## src/rtl/z16_imem_loader_if.sv

```systemverilog
// Loader handshake and instruction-memory port bundle for z16_imem_loader.
// slave = the controller; master = loader source plus memory array.
interface z16_imem_loader_if #(
  parameter int unsigned ADDR_W = 4
);
  logic              ld_start;
  logic [ADDR_W:0]   ld_len;
  logic              ld_abort;
  logic [7:0]        ld_byte;
  logic              ld_valid;
  logic              ld_ready;
  logic              done;
  logic [ADDR_W-1:0] mem_addr;
  logic [15:0]       mem_wdata;
  logic              mem_we;
  logic [15:0]       mem_rdata;

  modport slave (
    input  ld_start, ld_len, ld_abort, ld_byte, ld_valid, mem_rdata,
    output ld_ready, done, mem_addr, mem_wdata, mem_we
  );

  modport master (
    output ld_start, ld_len, ld_abort, ld_byte, ld_valid, mem_rdata,
    input  ld_ready, done, mem_addr, mem_wdata, mem_we
  );
endinterface

```

## src/rtl/z16_imem_loader.sv

```systemverilog
// Shares the Z16 instruction-memory port between CPU fetch and a byte-serial
// program loader; holds the CPU and feeds it NOPs while a load is in progress.
module z16_imem_loader #(
  parameter int unsigned ADDR_W = 4
) (
  input  logic                    i_clk,
  input  logic                    i_rst,
  input  logic [15:0]             i_fetch_addr,
  output logic [15:0]             o_fetch_instr,
  output logic                    o_cpu_hold,
  z16_imem_loader_if.slave        bus
);

  typedef enum logic [2:0] {
    RUN,
    LO,
    HI,
    WR,
    REL
  } state_t;

  localparam logic [ADDR_W:0] LEN_MAX = {1'b1, {ADDR_W{1'b0}}};

  state_t            state_q, state_d;
  logic [ADDR_W:0]   cnt_q, cnt_d;
  logic [ADDR_W:0]   len_q, len_d;
  logic [7:0]        lo_q, lo_d;
  logic [7:0]        hi_q, hi_d;

  logic [ADDR_W-1:0] fetch_word;
  logic [ADDR_W:0]   cnt_inc;
  logic              unused_fetch_bits;

  // Fetch addresses are byte addresses; instructions are word aligned.
  assign fetch_word        = i_fetch_addr[ADDR_W:1];
  assign unused_fetch_bits = ^{i_fetch_addr[15:ADDR_W+1], i_fetch_addr[0]};
  assign cnt_inc           = cnt_q + 1'b1;

  always_ff @(posedge i_clk) begin
    if (i_rst) begin
      state_q <= RUN;
      cnt_q   <= '0;
      len_q   <= '0;
      lo_q    <= '0;
      hi_q    <= '0;
    end else begin
      state_q <= state_d;
      cnt_q   <= cnt_d;
      len_q   <= len_d;
      lo_q    <= lo_d;
      hi_q    <= hi_d;
    end
  end

  always_comb begin
    state_d       = state_q;
    cnt_d         = cnt_q;
    len_d         = len_q;
    lo_d          = lo_q;
    hi_d          = hi_q;
    o_fetch_instr = '0;
    o_cpu_hold    = 1'b1;
    bus.ld_ready  = 1'b0;
    bus.done      = 1'b0;
    bus.mem_we    = 1'b0;
    bus.mem_addr  = cnt_q[ADDR_W-1:0];
    bus.mem_wdata = {hi_q, lo_q};

    unique case (state_q)
      RUN: begin
        o_cpu_hold    = 1'b0;
        bus.mem_addr  = fetch_word;
        o_fetch_instr = bus.mem_rdata;
        if (bus.ld_start && (bus.ld_len != '0)) begin
          len_d   = (bus.ld_len > LEN_MAX) ? LEN_MAX : bus.ld_len;
          cnt_d   = '0;
          state_d = LO;
        end
      end

      // Abort outranks a byte offered in the same cycle; that byte stays unconsumed.
      LO: begin
        bus.ld_ready = 1'b1;
        if (bus.ld_abort) begin
          state_d = REL;
        end else if (bus.ld_valid) begin
          lo_d    = bus.ld_byte;
          state_d = HI;
        end
      end

      HI: begin
        bus.ld_ready = 1'b1;
        if (bus.ld_abort) begin
          state_d = REL;
        end else if (bus.ld_valid) begin
          hi_d    = bus.ld_byte;
          state_d = WR;
        end
      end

      WR: begin
        bus.mem_we = 1'b1;
        cnt_d      = cnt_inc;
        if (bus.ld_abort || (cnt_inc == len_q)) begin
          state_d = REL;
        end else begin
          state_d = LO;
        end
      end

      REL: begin
        bus.done = 1'b1;
        state_d  = RUN;
      end

      default: begin
        state_d = RUN;
      end
    endcase
  end

endmodule
```

## src/flat_wrapper.sv

```systemverilog
// flat-port wrapper written by rule: the top's interface ports become plain ports
module z16_imem_loader_flat 
#(
  parameter int unsigned ADDR_W = 4
)
  (i_clk, i_rst, i_fetch_addr, o_fetch_instr, o_cpu_hold, bus_ld_start, bus_ld_len, bus_ld_abort, bus_ld_byte, bus_ld_valid, bus_mem_rdata, bus_ld_ready, bus_done, bus_mem_addr, bus_mem_wdata, bus_mem_we);
  z16_imem_loader_if #(.ADDR_W(ADDR_W)) bus_i ();
  input  logic i_clk;
  input  logic i_rst;
  input  logic [15:0] i_fetch_addr;
  output logic [15:0] o_fetch_instr;
  output logic o_cpu_hold;
  input wire logic [$bits(bus_i.ld_start)-1:0] bus_ld_start;
  input wire logic [$bits(bus_i.ld_len)-1:0] bus_ld_len;
  input wire logic [$bits(bus_i.ld_abort)-1:0] bus_ld_abort;
  input wire logic [$bits(bus_i.ld_byte)-1:0] bus_ld_byte;
  input wire logic [$bits(bus_i.ld_valid)-1:0] bus_ld_valid;
  input wire logic [$bits(bus_i.mem_rdata)-1:0] bus_mem_rdata;
  output wire logic [$bits(bus_i.ld_ready)-1:0] bus_ld_ready;
  output wire logic [$bits(bus_i.done)-1:0] bus_done;
  output wire logic [$bits(bus_i.mem_addr)-1:0] bus_mem_addr;
  output wire logic [$bits(bus_i.mem_wdata)-1:0] bus_mem_wdata;
  output wire logic [$bits(bus_i.mem_we)-1:0] bus_mem_we;
  assign bus_i.ld_start = bus_ld_start;
  assign bus_i.ld_len = bus_ld_len;
  assign bus_i.ld_abort = bus_ld_abort;
  assign bus_i.ld_byte = bus_ld_byte;
  assign bus_i.ld_valid = bus_ld_valid;
  assign bus_i.mem_rdata = bus_mem_rdata;
  assign bus_ld_ready = bus_i.ld_ready;
  assign bus_done = bus_i.done;
  assign bus_mem_addr = bus_i.mem_addr;
  assign bus_mem_wdata = bus_i.mem_wdata;
  assign bus_mem_we = bus_i.mem_we;
  z16_imem_loader #(.ADDR_W(ADDR_W)) u_core (.i_clk(i_clk), .i_rst(i_rst), .i_fetch_addr(i_fetch_addr), .o_fetch_instr(o_fetch_instr), .o_cpu_hold(o_cpu_hold), .bus(bus_i));
endmodule
```

## config.mk

```make
export PLATFORM = sky130hd
export DESIGN_NAME = z16_imem_loader_flat
export DESIGN_NICKNAME = d
export VERILOG_FILES = /design/src/rtl/z16_imem_loader_if.sv /design/src/rtl/z16_imem_loader.sv /design/src/flat_wrapper.sv
export SDC_FILE = /design/constraint.sdc
export NUM_CORES = 1
export LEC_CHECK = 0
export ABC_CLOCK_PERIOD_IN_PS = 1800
export CAP_MARGIN = 20
export CORE_MARGIN = 1.5
export CORE_UTILIZATION = 37
export CTS_BUF_LIST = sky130_fd_sc_hd__clkbuf_16
export DETAILED_ROUTE_END_ITERATION = 16
export PLACE_DENSITY = 0.88
export REMOVE_ABC_BUFFERS = 1
export SLEW_MARGIN = 15
export SYNTH_ARGS = -nofsm -noshare
export SYNTH_HDL_FRONTEND = slang
export SYNTH_SLANG_ARGS = --single-unit
```

## constraint.sdc

```tcl
create_clock -name i_clk -period 1.8 [get_ports i_clk]
set_clock_uncertainty 0.1 [all_clocks]
set_input_delay 0.36 -clock i_clk [delete_from_list [all_inputs] [get_ports i_clk]]
set_output_delay 0.36 -clock i_clk [all_outputs]
set_load 0.05 [all_outputs]
```

Yosys cells after proc, flatten, opt, wreduce, memory -nomap -nowiden:

Index checks and enable logic that the tools add are counted.
Widths: inputs -> output; s select.

* add/subtract/negate cells: 1
* mux-type cells: 16
* equality and inequality tests: 8
* magnitude comparators: 1
* reduce and logical (&&, ||, !) cells: 11
* bitwise logic cells: 1

Operators by type and width (number)
* $mux 3: 6
* $mux 16: 1
* $pmux 3 s4: 1
* $mux 5: 2
* $pmux 5 s2: 1
* $reduce_and 3->1: 3
* $eq 3x2->1 const B: 2
* $ne 3x3->1 const B: 2
* $add 5x1->5 const B: 1
* $eq 5x5->1: 1
* $gt 5x5->1 const B: 1
* $reduce_bool 5->1: 1
* $mux 1: 4
* $mux 4: 1
* $reduce_and 2->1: 2
* $eq 3x1->1 const B: 1
* $eq 3x3->1 const B: 1
* $logic_not 3->1: 1
* $ne 2x1->1 const B: 1
* $reduce_bool 2->1: 1
* $reduce_or 2->1: 1
* $logic_and 1x1->1: 1
* $logic_or 1x1->1: 1
* $not 1->1: 1

* logic and storage cells: 43
* bits of input ports: 50
* output and inout bits: 40
* register bits after elaboration: 29

Logic depth before layout (Yosys ltp):

* depth after elaboration: 5
* depth in mapped cells: 6
* depth with buffers taken out: 5

Worst setup path before layout:

Ideal clock, no wire load.

* kind: flip-flop to output port
* start point: register u_core.state_q[1]
* end point: output port bus_done
* stages on the path, launching flop included: 3
* path buffers: 1
* path slack: -0.286 ns
* arrival: 1.626 ns
* data required time: 1.340 ns
* path through: dfxtp_1 buf_2 nor3b_1

* cells in the longest elaborated chain, start to end: 2

RTL lines
* from (decl): line z16_imem_loader.sv:24 `state_t state_q, state_d;`
* from (signal assigned): line z16_imem_loader.sv:47 `state_q <= state_d;`
* $eq 3x3->1: line z16_imem_loader.sv:69 `unique case (state_q)`
* $mux 1: line z16_imem_loader.sv:69
* to (decl): line flat_wrapper.sv:20 `output wire logic [$bits(bus_i.done)-1:0] bus_done;`

No other way between the ends.

Worst setup path in the final report:

* start point: register u_core.state_q[1]
* end point: output port bus_mem_addr[2]

* cells in the longest elaborated chain, start to end: 2

RTL lines
* $logic_not 3->1: line z16_imem_loader.sv:69
* $mux 4: line z16_imem_loader.sv:69
* to (decl): line flat_wrapper.sv:21 `output wire logic [$bits(bus_i.mem_addr)-1:0] bus_mem_addr;`

No other way between the ends.

==> reports/qor.yml <==
syn_to_final_growth_pct: 91.6
cp-start-kind: "flop"
reg2regPathDepth: 8
insertion_delay_ns: 0.27
cts.clk_slew.worst_paths_ns: 0.05
root_buffer: "clkbuf_16"
dpl_cell_area_mm2: 0.00260
yosys.area.top_type: "dfxtp_1"
drtAntennaViolNets: 0
synth_edf_count: 0
io_pins: 90
fmax_mhz: 531
start_util: 0.385
place_hpwl_um: 3280
antenna_found_initial: 0
final-seq-area_um2: 587
drt_iter0_drc: 37
numCtsBuffers: 5
violations: "setup timing"
syn-cell-area_mm2: 0.00153
async_reset_ff_frac: 0
syn_inst: 163
p_leak_nw: 1.26
row_count: 23
grt_max_degree: 20
grtUsageTotal: 0.211
cts_tree: "built"
crit_slowest_cell: "dfxtp_4"
endpoint_kind: "primary output"
relSlewSlack: 0.798
path_class: "reg2out"
ys_top_cells_by_area: "dfxtp_1 (38%), mux2i_1 (12%), and2_1 (7.0%)"
drt_wl_total_um: 4530
peakVddDrop_uv: 682
ys_seq_area_frac: 0.380
synth_flop_cell: "dfxtp_1"
yosysWarnings: 0
num_antenna_cells: 0
fin_area_mm2: 0.00293
hold_start: "u_core.len_q[0]"
coreArea_mm2: 0.00397
max_stage_delay_ns: 0.35
setup_viol: 22
ys_seq_elements: 29
cts_sinks: 29
hold-path-endpoint: "u_core.len_q[0]"
fp.dieW_um: 67.3
final.fill_count: 270
htree_num_levels: 2
rsz0062_at_grt: "true"
multiInputGateArea_um2: 956
routed-via-count: 1565
r2r_slack_ns: -0.04
hp-class: "reg2reg"
cp.required_ns: 1.34
wl_per_cell_um: 14.5
crit_fanout: 7
crit_family: "flip-flops"
power_density_mw_per_mm2: 753
cp_num_buf_inv: 2
gr-total-overflow: 0
grt_pass1_wl_um: 7060
r2r-end: "u_core.len_q[2]"
port_buffers: 77
regToRegStartpoint: "u_core.state_q[1]"
hold_depth: 2
placed_cells: 298
drive_above_1_share: 0.414
max_cap_viol_count: 0
worstPathCellList: "nor3_4, buf_12, mux2_4, buf_8"
instances_no_fill: 313
clock_path_buffers: 2
crit_arrival_ns: 1.42
tns_ns: -1.18
timing.final.crit_share: 1.05
fin_ws_ns: -0.0846
outcome: "complete, but fails checks"
hold_viol_final: 0
synth_top_area_frac: 0.380
avgViaCountPerCell: 5.00
finalMaxSlewViolations: 0
drc: 0
globalplace.congestion: 0.861
grt_pass1_vias: 1541
die_area_mm2: 0.00452
die_h_um: 67.3
tightest_slew_ns: 0.295
synth_area_per_cell_um2: 9.37
min_period_ns: 1.88
yosysUniqueCellTypes: 39
nets: 313
first_pass_iters: 4
==> cells by family after synthesis <==
group	after synthesis	share of synthesized area
XOR/XNOR	5	0.0287
buffers and inverters	12	0.0508
AND/OR/NAND/NOR	72	0.282
multiplexers	22	0.147
flip-flops	29	0.380
AO/OA/AOI/OAI	22	0.103
adder cells (fa/ha/maj)	1	0.00819
==> synthesized netlist by cell type, types with 2 or more instances <==
master / count
mux2i_1: 18
a21oi_1: 10
a311oi_2: 2
nand3_1: 5
buf_6: 4
nor3_4: 2
and2_1: 17
nor2_1: 22
dfxtp_1: 29
nand2b_1: 2
o21ai_0: 3
xnor2_1: 4
nor3_1: 2
nand2_1: 7
buf_2: 2
nand4b_1: 3
mux2_2: 4
clkbuf_1: 4
or3_1: 2
inv_1: 2
==> power breakdown <==
group | leakage, nW | internal, mW | switching, mW
combinational | 0.960 | 0.407 | 0.370
sequential | 0.236 | 0.657 | 0.0136
clock | 0.0687 | 0.497 | 0.258
==> registers in the layout, indices dropped and copies added, names as in the netlist <==
signal,count
u_core.cnt_q,5
u_core.lo_q,8
u_core.len_q,5
u_core.hi_q,8
u_core.state_q,3
==> worst register-to-register path: cells and delay by family, from the launching register on <==
family | cells | cell delay, ns
AOI/OAI and AO/OA | 2 | 0.21
buffers and inverters | 4 | 0.57
DFF | 1 | 0.35
and+or+nand+nor | 2 | 0.54
==> cells in the final DEF (no fill, tap or decap), types with 5 or more instances in the layout <==
master           count
and2_4              16
nor2_1              22
nand2_1              7
mux2i_1             18
buf_8                5
buf_4               37
clkdlybuf4s50_1     33
dfxtp_1             26
buf_12              22
nand3_1              5
a21oi_1              8
clkbuf_16            5
==> routing by layer <==
metal  global-route usage  routed length [µm]  vias up
met5                    0                   0        -
met4               0.0995                  95        0
met3               0.0383                 147        8
met2                0.377                2480       35
met1                0.241                1810      752
li1                     -                   -      770
==> worst max path at each step <==
stage                                  to  cells past startpoint  slack (ns)              start
after floorplan                  bus_done                      1       -0.35  u_core.state_q[2]
after global placement    u_core.cnt_q[3]                      6       -0.30      bus_ld_len[2]
after global routing      bus_mem_addr[0]                      4       -0.12  u_core.state_q[1]
after CTS                 bus_mem_addr[1]                      4       -0.09  u_core.state_q[1]
final                     bus_mem_addr[2]                      4       -0.08  u_core.state_q[1]
after detailed placement  u_core.cnt_q[3]                      6       -0.36      bus_ld_len[2]
==> cell type report <==
cell class,instances,area share
Clock buffer,5,0.0428
Clock inverter,3,0.00428
Inverter,2,0.00342
Multi-Input combinational cell,122,0.327
Sequential cell,29,0.201
Tap cell,50,0.0214
Timing Repair Buffer,102,0.401
==> per-stage QoR <==
stage | setup slack, ns | power, mW | hold WS [ns] | utilization
floorplan | -0.347 | 0.994 | 0.328 | -
global placement | -0.301 | 1.35 | 0.351 | 0.655
detailed placement | -0.362 | 1.37 | 0.364 | 0.655
CTS | -0.0917 | 2.21 | 0.369 | 0.728
global route | -0.117 | 2.28 | 0.394 | 0.737
finish | -0.0846 | 2.20 | 0.366 | 0.737
==> timing repair <==
action                     in CTS  in global routing
gates resized for setup        43                  9
hold buffers                    0                  0
gates cloned                    0                  0
pin swaps                       4                  4
setup endpoints to repair      29                 34
hold endpoints to repair        0                  0
setup buffers                   6                  1
Power figures use the tool's default switching activity.
==> patch 1 (same settings) <==
Encoding of `state_t`: now Gray code (3 bits for 5 states).
--- a/src/rtl/z16_imem_loader.sv
+++ b/src/rtl/z16_imem_loader.sv
@@ -13,9 +13,9 @@
 
   typedef enum logic [2:0] {
-    RUN,
-    LO,
-    HI,
-    WR,
-    REL
+    RUN = 3'b000,
+    LO  = 3'b001,
+    HI  = 3'b011,
+    WR  = 3'b010,
+    REL = 3'b110
   } state_t;
 
Behaviour: no difference found for any inputs over 10 cycles, from zero or initial values and one cycle with i_rst high; not proved beyond that.
==> patch 1 against the unedited design <==
  * The flow still finishes with violations (negative setup slack)
  * Wire length increased by 5.7%
  * Sequential share of layout area decreased by 0.71 points
  * Sequential cell count did not move
  * Cell area grew 3.7%
  * Area after synthesis shrank 1.8%
  * Via count grew 2.9%
  * Worst setup slack worse by 0.049 ns
  * Critical path depth unchanged
  * Critical endpoint is now bus_mem_addr[3]
Power is not compared: it rests on default switching activity, and its combinational part moved more than twofold at a synthesized area within 25%.
==> patch 1: results <==
[global_routing]
grtUsageTotal = 0.215
grt_pass1_wl_mm = 7.28
first_global_vias = 1616
grt_max_degree = 12
grt_antenna_before_repair = 0

[yosys]
synth_commonest_cells = "29 x dfxtp_1, 29 x nor2_1, 16 x and2_1, 16 x mux2i_1, 10 x a21oi_1"
ys.flop_type = "dfxtp_1"
yosysSeqAreaShare = 0.387
ys_types = 37
ys_top_cells_by_area = "dfxtp_1 39%, mux2i_1 11%, nor2_1 7.3%"
synth-async-reset-ratio = 0
synth-warning-count = 0

[clocking]
clk_pin_slew_ns = 0.05
insertion_delay_ns = 0.27
numCtsBuffers = 5
clockRootBuffer = "clkbuf_16"
htree_levels = 2
cts.path.max_buffers = 2

[run_status]
failed_checks = "negative setup slack"
status = "complete, but fails checks"

[worst_hold_path]
holdCritPathClass = "reg -> reg"
hold_depth = 2

[pwr]
p_leak_nw = 1.35
ir_worst_vdd_v = 0.000798

[sta]
setup_tns_ns = -1.27
setup_viol = 19
setup_slack_ns = -0.133
tightest_slew_ns = 0.324

[place]
dp_hpwl_mm = 3.17
place_ws_ns = -0.377
dpl-instance-area_um2 = 2610
place_congestion = 0.851
io_buffers = 77

[final_layout]
diodes = 0
n_fill_cell = 215
finish.net_count = 323
drive_gt1_frac = 0.462
top_regs = "u_core.hi_q x8, u_core.lo_q x8"

[critical_path]
max_stage_delay_ns = 0.33
cp_top_family = "flip-flops"
crit_slowest_cell = "dfxtp_2"
reg2reg_depth = 6
arrival_ns = 1.47
crit_fanout = 5

[routing]
drtIter0Drc = 36
firstDrtPassIters = 4
via_per_inst = 5.02
drt-total-wl_mm = 4.79
[patch 1: report_power, final]
part	internal, mW	switching [mW]	leakage, nW
Sequential	0.717	0.0661	0.237
Combinational	1.76	1.77	1.04
Clock	0.500	0.272	0.0748
Total	2.98	2.10	1.35
[patch 1: layout make-up]
cell class                 count  area [um^2]  share of cell area
timing repair buffer         106         1210               0.400
multi-input combinational    125         1010               0.334
sequential                    29          587               0.193
clock buffer                   5          125              0.0412
tap                           48         60.1              0.0198
inverter                       5         18.8             0.00619
clock inverter                 3         13.8             0.00454
[patch 1: worst reg2reg max path, stage by stage (launching register included)]
cell,delay (ns)
dfxtp_2,0.34
ha_4,0.16
nand3_2,0.08
or3_4,0.34
a2111oi_4,0.41
nand2_2,0.12
a211oi_2,0.18
[patch 1: routing by layer]
layer | track usage | vias to the layer above | part of all wire
li1 | - | 781 | -
met1 | 0.221 | 732 | 0.38
met2 | 0.378 | 91 | 0.49
met3 | 0.0794 | 7 | 0.11
met4 | 0.115 | 0 | 0.022
met5 | 0 | - | 0
[patch 1: timing repair]
item                       CTS  global route
resized for setup           54            16
gates cloned                 2             0
buffers inserted             5             1
pin swaps                   11            10
setup endpoints to repair   33            34
[patch 1: per-stage QoR]
| step | cells | utilization |
|---|---|---|
| final | 321 | 0.805 |
| after floorplan | 159 | - |
| after CTS | 321 | 0.795 |
| after global routing | 321 | 0.805 |
| after global placement | 306 | 0.692 |
| after detailed placement | 306 | 0.692 |
[patch 1: worst paths after layout]
kind,to,from,slack [ns]
max,bus_mem_addr[3],u_core.state_q[1],-0.13
min,u_core.len_q[4],u_core.len_q[4],0.39
max reg2reg,u_core.state_q[1],u_core.cnt_q[1],-0.02
min reg2reg,u_core.len_q[4],u_core.len_q[4],0.39
[patch 1: kinds of logic after synthesis]
family / after synthesis / share of synthesized area
and+or+nand+nor: 73 / 0.264
DFF: 29 / 0.387
AOI/OAI and AO/OA: 24 / 0.124
muxes: 21 / 0.144
buffers and inverters: 14 / 0.0375
xor gates and xnor gates: 6 / 0.0350
adders and majority gates: 1 / 0.00834
==> patch 2 (same flow settings) <==
Without the edit above. `ADDR_W` is set to 4 in 3 places; all go to 3.
--- a/src/rtl/z16_imem_loader_if.sv
+++ b/src/rtl/z16_imem_loader_if.sv
@@ -2,5 +2,5 @@
 // slave = the controller; master = loader source plus memory array.
 interface z16_imem_loader_if #(
-  parameter int unsigned ADDR_W = 4
+  parameter int unsigned ADDR_W = 3
 );
   logic              ld_start;
--- a/src/rtl/z16_imem_loader.sv
+++ b/src/rtl/z16_imem_loader.sv
@@ -2,5 +2,5 @@
 // program loader; holds the CPU and feeds it NOPs while a load is in progress.
 module z16_imem_loader #(
-  parameter int unsigned ADDR_W = 4
+  parameter int unsigned ADDR_W = 3
 ) (
   input  logic                    i_clk,
--- a/src/flat_wrapper.sv
+++ b/src/flat_wrapper.sv
@@ -2,5 +2,5 @@
 module z16_imem_loader_flat 
 #(
-  parameter int unsigned ADDR_W = 4
+  parameter int unsigned ADDR_W = 3
 )
   (i_clk, i_rst, i_fetch_addr, o_fetch_instr, o_cpu_hold, bus_ld_start, bus_ld_len, bus_ld_abort, bus_ld_byte, bus_ld_valid, bus_mem_rdata, bus_ld_ready, bus_done, bus_mem_addr, bus_mem_wdata, bus_mem_we);
Ports: changed (resized bus_ld_len and bus_mem_addr); port bits go from 90 to 88. The function was not compared with the original's and may differ.
==> patch 2 against the unedited design <==
  * The flow still finishes with violations (negative setup slack)
  * Via count shrank 10%
  * Sequential power shrank 7.6%
  * Sequential cell count shrank 2
  * Fmax grew 0.89%
  * Wire length shrank 12%
  * Non-clock buffer count shrank 12
  * Count of clock-buffer cells in the layout shrank 2
  * Synthesized cell count shrank 9.2%
  * Area after synthesis shrank 11%
  * Cell area shrank 13%
  * Worst setup slack gained 0.017 ns
  * Power shrank 18%
  * Combinational power shrank 11%
  * Cell count shrank 11%
  * Largest power group unchanged
==> patch 2: results <==
[critical_path]
crit_slowest_cell = "dfxtp_2"
crit_fanout = 6

[sta]
setup_slack_ns = -0.0681
setup_tns_ns = -0.424
setup_viol = 18
maxSlewHeadroom = 0.710

[pwr]
p_leak_nw = 1.12
ir_worst_vdd_v = 0.000517

[run_status]
failed_checks = "negative setup slack"
status = "complete, but fails checks"

[place]
place_congestion = 0.792
dp_hpwl_mm = 2.85
dpl-instance-area_um2 = 2350
io_buffers = 74

[worst_hold_path]
min-delay-start = "u_core.len_q[2]"

[final_layout]
n_fill_cell = 245
finish.net_count = 285
drive_gt1_frac = 0.368

[routing]
wl_met2_mm = 1.84
wl_met1_mm = 1.72
via_per_inst = 5.01
drtIter0Drc = 41

[yosys]
yosysSeqAreaShare = 0.396
synthMuxAreaShare = 0.142
ys_types = 34
synth_commonest_cells = "27 x dfxtp_1, 19 x nor2_1, 16 x and2_1, 16 x mux2i_1"
synth-compound-area-share = 0.0872
ys_top_cells_by_area = "dfxtp_1 40%, mux2i_1 12%, and2_1 7.3%"

[global_routing]
grtUsageMet3 = 0.0679
first_global_vias = 1452
grtUsageTotal = 0.206
use_met2 = 0.362

[clocking]
numClockSinks = 27
numCtsBuffers = 3
-- patch 2: cell count changes after synthesis, sizes merged, moves of 2 or more --
cell / change
o21ai: -2
o31ai: +2
dfxtp: -2
mux2i: -2
nor2b: +2
a311oi: -2
buf: -2
a21oi: -2
nor2: -3
-- patch 2: final timing paths --
kind | end | depth (start not counted) | slack [ns]
max reg2reg | u_core.cnt_q[2] | 7 | 0.17
max | bus_mem_addr[1] | 4 | -0.07
min | u_core.len_q[2] | 2 | 0.37
min reg2reg | u_core.len_q[2] | 2 | 0.37
-- patch 2: power breakdown --
part | total (mW) | switching [mW] | internal, mW | leakage (nW)
combinational | 0.695 | 0.339 | 0.356 | 0.862
sequential | 0.620 | 0.00913 | 0.611 | 0.220
clock | 0.493 | 0.196 | 0.297 | 0.0423
total | 1.81 | 0.545 | 1.26 | 1.12
-- patch 2: timing repair --
item	CTS	global route
endpoints found under the setup margin	20	22
cloned	0	0
pin swaps	6	1
buffers inserted	2	2
resized for setup	30	3
-- patch 2: layout make-up --
cell class                 instances  area (um^2)  area share
clock buffer                       3         75.1      0.0293
clock inverter                     1         3.75     0.00147
inverter                           3         11.3     0.00440
multi-input combinational        110          820       0.320
sequential                        27          544       0.213
tap                               46         57.6      0.0225
timing repair buffer              90         1050       0.409
-- patch 2: through the flow --
stage | std cells | worst slack [ns] | utilization | total power, mW
6_report | 280 | -0.0681 | 0.743 | 1.81
5_1_grt | 280 | -0.106 | 0.743 | 1.87
4_1_cts | 278 | -0.0537 | 0.737 | 1.81
3_5_place_dp | 272 | -0.154 | 0.684 | 1.26
3_3_place_gp | 272 | -0.107 | 0.684 | 1.25
2_1_floorplan | 140 | -0.335 | - | 0.922
